**src/rtl/cpu_types_pkg.sv**
```systemverilog
`default_nettype none
// ============================================================================
// Module      : cpu_types_pkg
// Description : Shared CPU-side types: data word, RAM handshake states and
//               the memory arbiter state encoding.
// Revision    : 1.0 - initial release
// ============================================================================
package cpu_types_pkg;

  // One machine word on the memory buses.
  typedef logic [31:0] word_t;

  // Handshake state reported by the RAM.
  typedef enum logic [1:0] {
    FREE   = 2'd0,
    BUSY   = 2'd1,
    ACCESS = 2'd2,
    ERROR  = 2'd3
  } ramstate_t;

  // Memory arbiter ownership state.
  typedef enum logic [1:0] {
    IDLE   = 2'd0,
    DGRANT = 2'd1,
    IGRANT = 2'd2
  } arb_state_t;

  // Width of the data-over-instruction starvation counter.
  localparam int unsigned STARVE_W = 3;

endpackage
`default_nettype wire

```
**src/rtl/mem_arbiter_if.sv**
```systemverilog
`default_nettype none
// ============================================================================
// Module      : mem_arbiter_if
// Description : Bundle of the instruction/data requester ports and the RAM
//               port of the memory arbiter. The slave modport is the arbiter
//               view; the master modport is the view of the surrounding
//               CPU/RAM environment.
// Revision    : 1.0 - initial release
// ============================================================================
interface mem_arbiter_if;
  import cpu_types_pkg::*;

  // Requester side
  logic      iREN;
  word_t     iaddr;
  logic      dREN;
  logic      dWEN;
  word_t     daddr;
  word_t     dstore;
  logic      iwait;
  logic      dwait;
  word_t     iload;
  word_t     dload;

  // RAM side
  ramstate_t ramstate;
  word_t     ramload;
  logic      ramREN;
  logic      ramWEN;
  word_t     ramaddr;
  word_t     ramstore;

  // Grant abort pulse
  logic      tmo;

  modport slave (
    input  iREN, iaddr, dREN, dWEN, daddr, dstore, ramstate, ramload,
    output iwait, dwait, iload, dload, ramREN, ramWEN, ramaddr, ramstore, tmo
  );

  modport master (
    output iREN, iaddr, dREN, dWEN, daddr, dstore, ramstate, ramload,
    input  iwait, dwait, iload, dload, ramREN, ramWEN, ramaddr, ramstore, tmo
  );

endinterface
`default_nettype wire

```
**src/rtl/mem_arbiter.sv**
```systemverilog
`default_nettype none
// ============================================================================
// Module      : mem_arbiter
// Description : Two-requester (instruction / data) arbiter in front of a
//               single-ported RAM. Data has priority, bounded by a
//               starvation counter that forces an instruction grant after
//               STARVE_MAX consecutive data grants with iREN pending.
//               RAM outputs are decoded from the registered grant state and
//               the live requester inputs.
//               Optional macro MEM_ARB_TIMEOUT_EN adds a grant watchdog that
//               aborts a grant after TIMEOUT cycles without ACCESS and pulses
//               tmo; without it tmo is tied low and grants wait indefinitely.
// Revision    : 1.0 - initial release
// ============================================================================
module mem_arbiter
  import cpu_types_pkg::*;
#(
  parameter int unsigned TIMEOUT    = 64,
  parameter int unsigned STARVE_MAX = 4
) (
  input  logic          CLK,
  input  logic          RST,
  mem_arbiter_if.slave  bus
);

  localparam logic [STARVE_W-1:0] STARVE_LIM = STARVE_W'(STARVE_MAX);

  arb_state_t           state_q, state_d;
  logic [STARVE_W-1:0]  starve_q, starve_d;

  logic w_dreq;     // data port is requesting (read or write)
  logic w_access;   // RAM reports the access finishing this cycle
  logic w_starve;   // instruction side has waited out its data-grant budget
  logic w_tmo;      // current grant is aborted by the watchdog this cycle

  assign w_dreq   = bus.dREN | bus.dWEN;
  assign w_access = (bus.ramstate == ACCESS);
  assign w_starve = bus.iREN && (starve_q >= STARVE_LIM);

`ifdef MEM_ARB_TIMEOUT_EN
  // Counter is wide enough to hold TIMEOUT-1 for any TIMEOUT >= 1.
  localparam int unsigned  TMO_W   = (TIMEOUT > 1) ? $clog2(TIMEOUT + 1) : 1;
  localparam logic [TMO_W-1:0] TMO_LIM = TMO_W'(TIMEOUT - 1);

  logic [TMO_W-1:0] tmo_cnt_q, tmo_cnt_d;
  logic             w_owner_req;

  // A withdrawn grant ends through the normal withdrawal path, never as abort.
  assign w_owner_req = ((state_q == DGRANT) && w_dreq) ||
                       ((state_q == IGRANT) && bus.iREN);
  assign w_tmo       = w_owner_req && !w_access && (tmo_cnt_q == TMO_LIM);

  // Watchdog next value: clear when heading to IDLE, count waiting grant cycles.
  always_comb begin
    tmo_cnt_d = tmo_cnt_q;
    if (state_d == IDLE) begin
      tmo_cnt_d = '0;
    end else if ((state_q != IDLE) && !w_access) begin
      tmo_cnt_d = tmo_cnt_q + TMO_W'(1);
    end
  end

  // Watchdog register.
  always_ff @(posedge CLK) begin
    if (RST) begin
      tmo_cnt_q <= '0;
    end else begin
      tmo_cnt_q <= tmo_cnt_d;
    end
  end
`else
  logic w_unused_timeout;

  assign w_tmo            = 1'b0;
  assign w_unused_timeout = ^TIMEOUT;
`endif

  // State and starvation counter registers.
  always_ff @(posedge CLK) begin
    if (RST) begin
      state_q  <= IDLE;
      starve_q <= '0;
    end else begin
      state_q  <= state_d;
      starve_q <= starve_d;
    end
  end

  // Next-state: data first unless starving, completion/withdrawal/abort end a grant.
  always_comb begin
    state_d = state_q;
    case (state_q)
      IDLE: begin
        if (w_dreq && !w_starve) begin
          state_d = DGRANT;
        end else if (bus.iREN) begin
          state_d = IGRANT;
        end
      end
      DGRANT: begin
        if (!w_dreq || w_access || w_tmo) begin
          state_d = IDLE;
        end
      end
      IGRANT: begin
        if (!bus.iREN || w_access || w_tmo) begin
          state_d = IDLE;
        end
      end
      default: state_d = IDLE;
    endcase
  end

  // Starvation counter: count data grants taken while iREN waits.
  always_comb begin
    starve_d = starve_q;
    if (state_q == IDLE) begin
      if (!bus.iREN || (state_d == IGRANT)) begin
        starve_d = '0;
      end else if (state_d == DGRANT) begin
        starve_d = starve_q + STARVE_W'(1);
      end
    end
  end

  // Output decode from registered state and live inputs; reset forces IDLE values.
  always_comb begin
    bus.iwait    = 1'b1;
    bus.dwait    = 1'b1;
    bus.iload    = '0;
    bus.dload    = '0;
    bus.ramREN   = 1'b0;
    bus.ramWEN   = 1'b0;
    bus.ramaddr  = '0;
    bus.ramstore = '0;
    bus.tmo      = 1'b0;
    if (!RST) begin
      case (state_q)
        DGRANT: begin
          bus.ramaddr  = bus.daddr;
          bus.ramREN   = bus.dREN;
          bus.ramWEN   = bus.dWEN;
          bus.ramstore = bus.dstore;
          if (w_dreq && w_access) begin
            bus.dwait = 1'b0;
            if (bus.dREN) begin
              bus.dload = bus.ramload;
            end
          end
        end
        IGRANT: begin
          bus.ramaddr = bus.iaddr;
          bus.ramREN  = 1'b1;
          if (bus.iREN && w_access) begin
            bus.iwait = 1'b0;
            bus.iload = bus.ramload;
          end
        end
        default: ;
      endcase
      bus.tmo = w_tmo;
    end
  end

endmodule
`default_nettype wire

```
**src/flat_wrapper.sv**
```systemverilog
// flat-port wrapper written by rule: the top's interface ports become plain ports
module mem_arbiter_flat import cpu_types_pkg::*;
#(
  parameter int unsigned TIMEOUT    = 64,
  parameter int unsigned STARVE_MAX = 4
)
  (CLK, RST, bus_iREN, bus_iaddr, bus_dREN, bus_dWEN, bus_daddr, bus_dstore, bus_ramstate, bus_ramload, bus_iwait, bus_dwait, bus_iload, bus_dload, bus_ramREN, bus_ramWEN, bus_ramaddr, bus_ramstore, bus_tmo);
  mem_arbiter_if bus_i ();
  input  logic CLK;
  input  logic RST;
  input wire logic [$bits(bus_i.iREN)-1:0] bus_iREN;
  input wire logic [$bits(bus_i.iaddr)-1:0] bus_iaddr;
  input wire logic [$bits(bus_i.dREN)-1:0] bus_dREN;
  input wire logic [$bits(bus_i.dWEN)-1:0] bus_dWEN;
  input wire logic [$bits(bus_i.daddr)-1:0] bus_daddr;
  input wire logic [$bits(bus_i.dstore)-1:0] bus_dstore;
  input wire logic [$bits(bus_i.ramstate)-1:0] bus_ramstate;
  input wire logic [$bits(bus_i.ramload)-1:0] bus_ramload;
  output wire logic [$bits(bus_i.iwait)-1:0] bus_iwait;
  output wire logic [$bits(bus_i.dwait)-1:0] bus_dwait;
  output wire logic [$bits(bus_i.iload)-1:0] bus_iload;
  output wire logic [$bits(bus_i.dload)-1:0] bus_dload;
  output wire logic [$bits(bus_i.ramREN)-1:0] bus_ramREN;
  output wire logic [$bits(bus_i.ramWEN)-1:0] bus_ramWEN;
  output wire logic [$bits(bus_i.ramaddr)-1:0] bus_ramaddr;
  output wire logic [$bits(bus_i.ramstore)-1:0] bus_ramstore;
  output wire logic [$bits(bus_i.tmo)-1:0] bus_tmo;
  assign bus_i.iREN = bus_iREN;
  assign bus_i.iaddr = bus_iaddr;
  assign bus_i.dREN = bus_dREN;
  assign bus_i.dWEN = bus_dWEN;
  assign bus_i.daddr = bus_daddr;
  assign bus_i.dstore = bus_dstore;
  assign bus_i.ramstate = bus_ramstate;
  assign bus_i.ramload = bus_ramload;
  assign bus_iwait = bus_i.iwait;
  assign bus_dwait = bus_i.dwait;
  assign bus_iload = bus_i.iload;
  assign bus_dload = bus_i.dload;
  assign bus_ramREN = bus_i.ramREN;
  assign bus_ramWEN = bus_i.ramWEN;
  assign bus_ramaddr = bus_i.ramaddr;
  assign bus_ramstore = bus_i.ramstore;
  assign bus_tmo = bus_i.tmo;
  mem_arbiter #(.TIMEOUT(TIMEOUT), .STARVE_MAX(STARVE_MAX)) u_core (.CLK(CLK), .RST(RST), .bus(bus_i));
endmodule
```
**config.mk**
```make
export PLATFORM = sky130hd
export DESIGN_NAME = mem_arbiter_flat
export DESIGN_NICKNAME = d
export VERILOG_FILES = /design/src/rtl/cpu_types_pkg.sv /design/src/rtl/mem_arbiter_if.sv /design/src/rtl/mem_arbiter.sv /design/src/flat_wrapper.sv
export SDC_FILE = /design/constraint.sdc
export NUM_CORES = 1
export LEC_CHECK = 0
export CAP_MARGIN = 0
export CORE_AREA = 2 2 104 106
export CTS_CLUSTER_SIZE = 25
export DETAILED_ROUTE_END_ITERATION = 6
export DIE_AREA = 0 0 106 108
export PLACE_DENSITY = 0.72
export REMOVE_ABC_BUFFERS = 1
export SETUP_SLACK_MARGIN = 0.15
export SYNTH_ARGS = -nofsm -noshare
export SYNTH_HDL_FRONTEND = slang
export SYNTH_SLANG_ARGS = --single-unit
```
**constraint.sdc**
```tcl
create_clock -name CLK -period 2.15 [get_ports CLK]
set_input_delay 0.43 -clock CLK [delete_from_list [all_inputs] [get_ports CLK]]
set_output_delay 0.43 -clock CLK [all_outputs]
set_load 0.005 [all_outputs]
```
# Yosys cells after proc, flatten, opt, wreduce, memory -nomap -nowiden
# Index checks and enable logic that the tools add are counted.
dict set report word_totals {
  wordCells 51
  out_inout_bits 133
  in_bits 135
  regBits 5
}
dict set report op_classes {
  n_reduce_logical 13
  eq_ne 5
  muxes 28
  add_sub_neg 1
  magnitude_cmp 1
  bitwise 1
}
# cell count
set op_table {}
lappend op_table {{$mux 32} 10}
lappend op_table {{$pmux 32 s2} 1}
lappend op_table {{$mux 1} 9}
lappend op_table {{$mux 2} 4}
lappend op_table {{$eq 2x2->1 const B} 3}
lappend op_table {{$mux 3} 2}
lappend op_table {{$pmux 2 s3} 1}
lappend op_table {{$eq 2x1->1 const B} 2}
lappend op_table {{$logic_and 1x1->1} 4}
lappend op_table {{$add 3x1->3 const B} 1}
lappend op_table {{$ge 3x3->1 const B} 1}
lappend op_table {{$logic_not 1->1} 3}
lappend op_table {{$logic_or 1x1->1} 3}
lappend op_table {{$logic_not 2->1} 1}
lappend op_table {{$pmux 1 s2} 1}
lappend op_table {{$reduce_and 2->1} 1}
lappend op_table {{$reduce_bool 2->1} 1}
lappend op_table {{$or 1x1->1} 1}

# Longest topological paths before layout
dict set report depth {
  ltp_word 10
  mapped_depth 8
  depth_no_buf 7
}

# Least setup slack after synthesis
# OpenSTA, ideal clock, no wires.
dict set report synth_path {
  kind {flip-flop to output port}
  startpoint {register u_core.state_q[1]}
  endpoint {output bus_dload[10]}
  arrival_ns 1.462
  path_slack_ns 0.258
  path_stages_with_launch 8
  n_path_buf 2
  required_ns 1.720
  path_cell_list {dfxtp_1 > inv_1 > ha_1 > buf_2 > and2b_1 > and3_1 > clkbuf_1 > and2_1}
}
dict set report synth_via {
  elab_chain_cells 3
}
# item line
set synth_lines {}
lappend synth_lines {{start: declaration} mem_arbiter.sv:28} ;# arb_state_t state_q, state_d;
lappend synth_lines {{start signal: assignment} mem_arbiter.sv:84} ;# state_q <= state_d;
lappend synth_lines {{$eq 2x1->1} mem_arbiter.sv:138} ;# case (state_q)
lappend synth_lines {{$mux 32} mem_arbiter.sv:138}
lappend synth_lines {{$mux 32} mem_arbiter.sv:137} ;# if (!RST) begin
lappend synth_lines {{end: declaration} flat_wrapper.sv:22} ;# output wire logic [$bits(bus_i.dload)-1:0] bus_dload;
# Every way passes these cells.

# Worst setup path in the final report
dict set report layout_path {
  startpoint {register u_core.state_q[1]}
  endpoint {output bus_dload[26]}
}
# The elaborated chain is that of the path after synthesis.

==> summary by stage <==
Yosys
The mux cell area share after synthesis is 0.677%. Of the synthesized area, sequential elements account for 6.77%. The post-synthesis simple-gate area fraction is 56.6%. The total of flip-flops plus latches after synthesis is 5.

Summing every instance area after synthesis gives 1480 sq um. The area fraction of the dominant cell type after synthesis is 41.1%. The post-synthesis cell type with the largest combined area is sky130_fd_sc_hd__and2_1. The number of instances in the synthesized netlist is 236. The combinational family with the most area after synthesis is simple AND/OR/NAND/NOR gates.

For this run, the number of Yosys warnings is 0. The adder-cell share of the synthesized area is 4.23%. The count of distinct cell types in the synthesized netlist is 30.

Yosys attributes the largest share of cell area to sky130_fd_sc_hd__and2_1 (41%), sky130_fd_sc_hd__a22oi_1 (16%), sky130_fd_sc_hd__nor2_1 (8.6%). In the synthesized netlist the dominant register cell turns out to be sky130_fd_sc_hd__dfxtp_1. In this run, synthesis inferred 0 flip-flops with an integrated enable. For this run, asynchronously set or reset flops after synthesis account for 0%.

The synthesized-area fraction occupied by xor and xnor cells is 0.593%. Dividing the synthesized area by the synthesized cell count gives 6.26 sq um. Summing the areas of all compound-gate instances in the mapped netlist gives 23.8% of the synthesized area.

Worst setup path
The critical path's slowest cell is sky130_fd_sc_hd__dfxtp_2. The highest fanout seen on the critical path is 8. STA puts the critical path data required time at 1720 ps. In this design, the critical path's most frequently occurring cell is sky130_fd_sc_hd__buf_6.

The launch point of the critical path is u_core.state_q[1]. The category of cells accounting for the largest share of critical-path delay is buffers and inverters. The count of buffer and inverter cells on the critical path is 5.

The kind of end point of the critical path is an output pin. The critical setup path kind is reg2out. The delay of the slowest cell on the worst path is 330 ps.

Walking the worst path, the cells encountered are inv_2 -> ha_4 -> and2b_1 -> and3_4 -> buf_12 -> buf_6 -> buf_16 -> and2_4 -> buf_6. The worst register-to-register path begins at u_core.state_q[1]. The data arrival time at the worst-slack endpoint is 1770 ps. STA classifies the critical path startpoint as a register.

Floorplan
The vertical die dimension is 108 um. The starting density of the core is 14.4%. The floorplan step defined a die boundary enclosing 11,400 sq um. The total core area is 10,200 sq um.

The standard-cell row count is 37. The number of I/O pins is 268. The die width is 106 um.

Run status
The run finished, with violations left. The checks that failed: setup timing.

GRT
The number of global-route vias before repair is 3,098. The most congested layer reported by global routing is met2. The met3 layer usage reported by global route is 3.62%. The global-route wire length before repair is 15,700 um. The number of antenna violations at the first check in global routing was 0.

The overall overflow remaining after global route is 0. Global routing consumed, over all layers together, 17.2% of the routing resources. The met1 capacity usage during global routing is 18.3%. The global-route met2 utilization is 34.2%. Entering global routing, the biggest net connects 35 pins.

Timing
The maximum frequency from static timing analysis is 455 MHz. For the finished layout, the period the worst path requires is 2200 ps. The final number of hold-violating endpoints is 0. Setup repair after global routing could not meet its margin everywhere. Setup violations remaining at the end of the flow were counted as 22. After layout, the worst setup slack is -50.1 ps. The clock skew after layout is 1.77 ps. The number of pins exceeding their max-slew limit in the final report came to 0. The part of the cycle the worst path needs is 102%.

Detailed routing
After the first detailed-routing iteration, the DRC count stood at 93. The detailed-router iteration count before antenna repair is 4. The number of routed nets with antenna violations is 0. Summed over all layers, the routed wires come to 11,700 um.

After detailed routing, the average wire length per cell comes to 17.2 um. The final routed DRC violation total is 0. Dividing the detail-routed via count by the number of cells gives 4.41. The routed layout has 2,991 vias.

Finish
The post-route netlist has 60.0% of its cells at a drive strength greater than 1. The post-synthesis to final-layout area growth is 267%. The final layout net count is 684.

0 antenna diodes ended up in the layout. Counting the fill cells in the layout gives 939. Excluding fillers, the count of instances in the completed layout stands at 679. In the layout the commonest cells are sky130_fd_sc_hd__clkdlybuf4s50_1 (129), sky130_fd_sc_hd__buf_6 (74), sky130_fd_sc_hd__and2_4 (66). The most frequent standard cell in the layout excluding fill and tap cells is sky130_fd_sc_hd__clkdlybuf4s50_1.

Pwr
The power density of the placed cells is 208 nW/um^2. The part of the power in the clock network is 16.5%. The reported leakage power is 0.00240 uW. Across the VDD grid, the largest voltage drop is 0.000181 V. The switching component of the power is 385 uW.

In this run, the combinational gates consume 72.6% of the power. Sequential cells burn 10.9% of the power. Net switching is 34.2% of the power. Cell internal power was estimated by the tool at 741 uW.

CTS
The number of buffers on the longest clock path is 2. CTS placed an instance of sky130_fd_sc_hd__clkbuf_8 at the clock tree root. The TritonCTS clock tree is done. In this run the number of H-tree levels came out at 1.

The insertion delay to the later sink of the worst-skew pair is 230 ps. The count of hold-fix buffers inserted at cts is 0. The clock transition time at the flip-flop clock pins of the worst setup and hold paths is 40 ps. Counting the buffers created by CTS gives 3. The sink count of the clock tree is 5.

Placement
The setup slack at placement is -454 ps. After legalization and detailed placement, the total HPWL measured 7160 um. Routability-driven placement finished with a final weighted congestion of 0.798. The count of buffers added on input and output ports is 266. After detailed placement, the design holds a cell count of 631.

Run
The max-capacitance violation count is 0.

Hold path
The worst hold path begins at u_core.starve_q[1]. The worst hold path belongs to the class reg2reg.
[stage by stage]
stage | hold WS (ps) | total power [uW] | area [sq um] | setup TNS (ps) | util [%]
2_1_floorplan | 453 | 282 | 1390 | -33340 | -
3_3_place_gp | 467 | 695 | 4380 | -46070 | 42.9
3_5_place_dp | 479 | 707 | 4380 | -45840 | 42.9
4_1_cts | 484 | 1020 | 4960 | -1020 | 48.5
5_1_grt | 522 | 1190 | 5420 | -2770 | 53.0
6_report | 484 | 1130 | 5420 | -515 | 53.0
[worst register-to-register path: cells and delay by family (launching register included)]
family / cells / cell delay (ps)
AOI/OAI and AO/OA: 3 / 330
adders and majority gates: 1 / 150
buffers and inverters: 5 / 690
DFF: 1 / 320
and+or+nand+nor: 2 / 410
[routing by layer]
metal | vias up | wire length [um]
li1 | 1412 | -
met1 | 1390 | 4100
met2 | 176 | 6580
met3 | 13 | 819
met4 | 0 | 174
met5 | - | 0
[cell usage after synthesis, types with 2 or more instances]
library cell,n
sky130_fd_sc_hd__o211ai_1,3
sky130_fd_sc_hd__a22oi_1,32
sky130_fd_sc_hd__inv_1,4
sky130_fd_sc_hd__ha_1,5
sky130_fd_sc_hd__and2b_1,3
sky130_fd_sc_hd__and2_1,97
sky130_fd_sc_hd__clkbuf_1,19
sky130_fd_sc_hd__o21ai_0,4
sky130_fd_sc_hd__buf_2,2
sky130_fd_sc_hd__a211oi_1,2
sky130_fd_sc_hd__nand2_1,6
sky130_fd_sc_hd__and3_1,2
sky130_fd_sc_hd__a21oi_1,2
sky130_fd_sc_hd__nor2_1,34
sky130_fd_sc_hd__dfxtp_1,5
sky130_fd_sc_hd__nand2b_1,2
[cell families after synthesis]
| kind of cell | count (synthesis) |
|---|---|
| flops | 5 |
| buf+inv | 26 |
| compound gates | 48 |
| other cells | 1 |
| simple gates | 149 |
| fa+ha+maj | 5 |
| mux | 1 |
| xor+xnor | 1 |
[power by group through the flow]
stage	Sequential (uW)	Combinational, uW	Clock [uW]
2_1_floorplan	118	165	0
3_3_place_gp	119	576	0
3_5_place_dp	120	587	0
4_1_cts	123	713	189
5_1_grt	125	871	197
6_report	123	818	185
[worst paths after layout]
check	to	slack, ps	cells past startpoint
worst min register to register	u_core.starve_q[1]	480	2
worst max-delay path	bus_dload[26]	-50	9
worst max register to register	u_core.starve_q[0]	170	11
worst min-delay path	u_core.starve_q[1]	480	2
[cell type report]
type,count,area (sq um),area share [%]
Timing Repair Buffer,325,3320,61.2
Sequential cell,5,105,1.94
Tap cell,136,170,3.14
Clock buffer,4,45.0,0.831
Multi-Input combinational cell,205,1760,32.5
Inverter,4,17.5,0.323
[timing repair]
item | 4_1_cts | 5_1_grt
hold endpoints to repair | 0 | 0
resized for setup | 535 | 216
buffers inserted | 20 | 9
pin swaps | 37 | 26
endpoints found under the setup margin | 133 | 132
gates cloned | 12 | 3
[registers in the layout, summed over array words and instances, names as in the netlist]
| signal | cells |
|---|---|
| u_core.starve_q | 3 |
| u_core.state_q | 2 |
No activity file was read; power rests on OpenSTA's default activity.
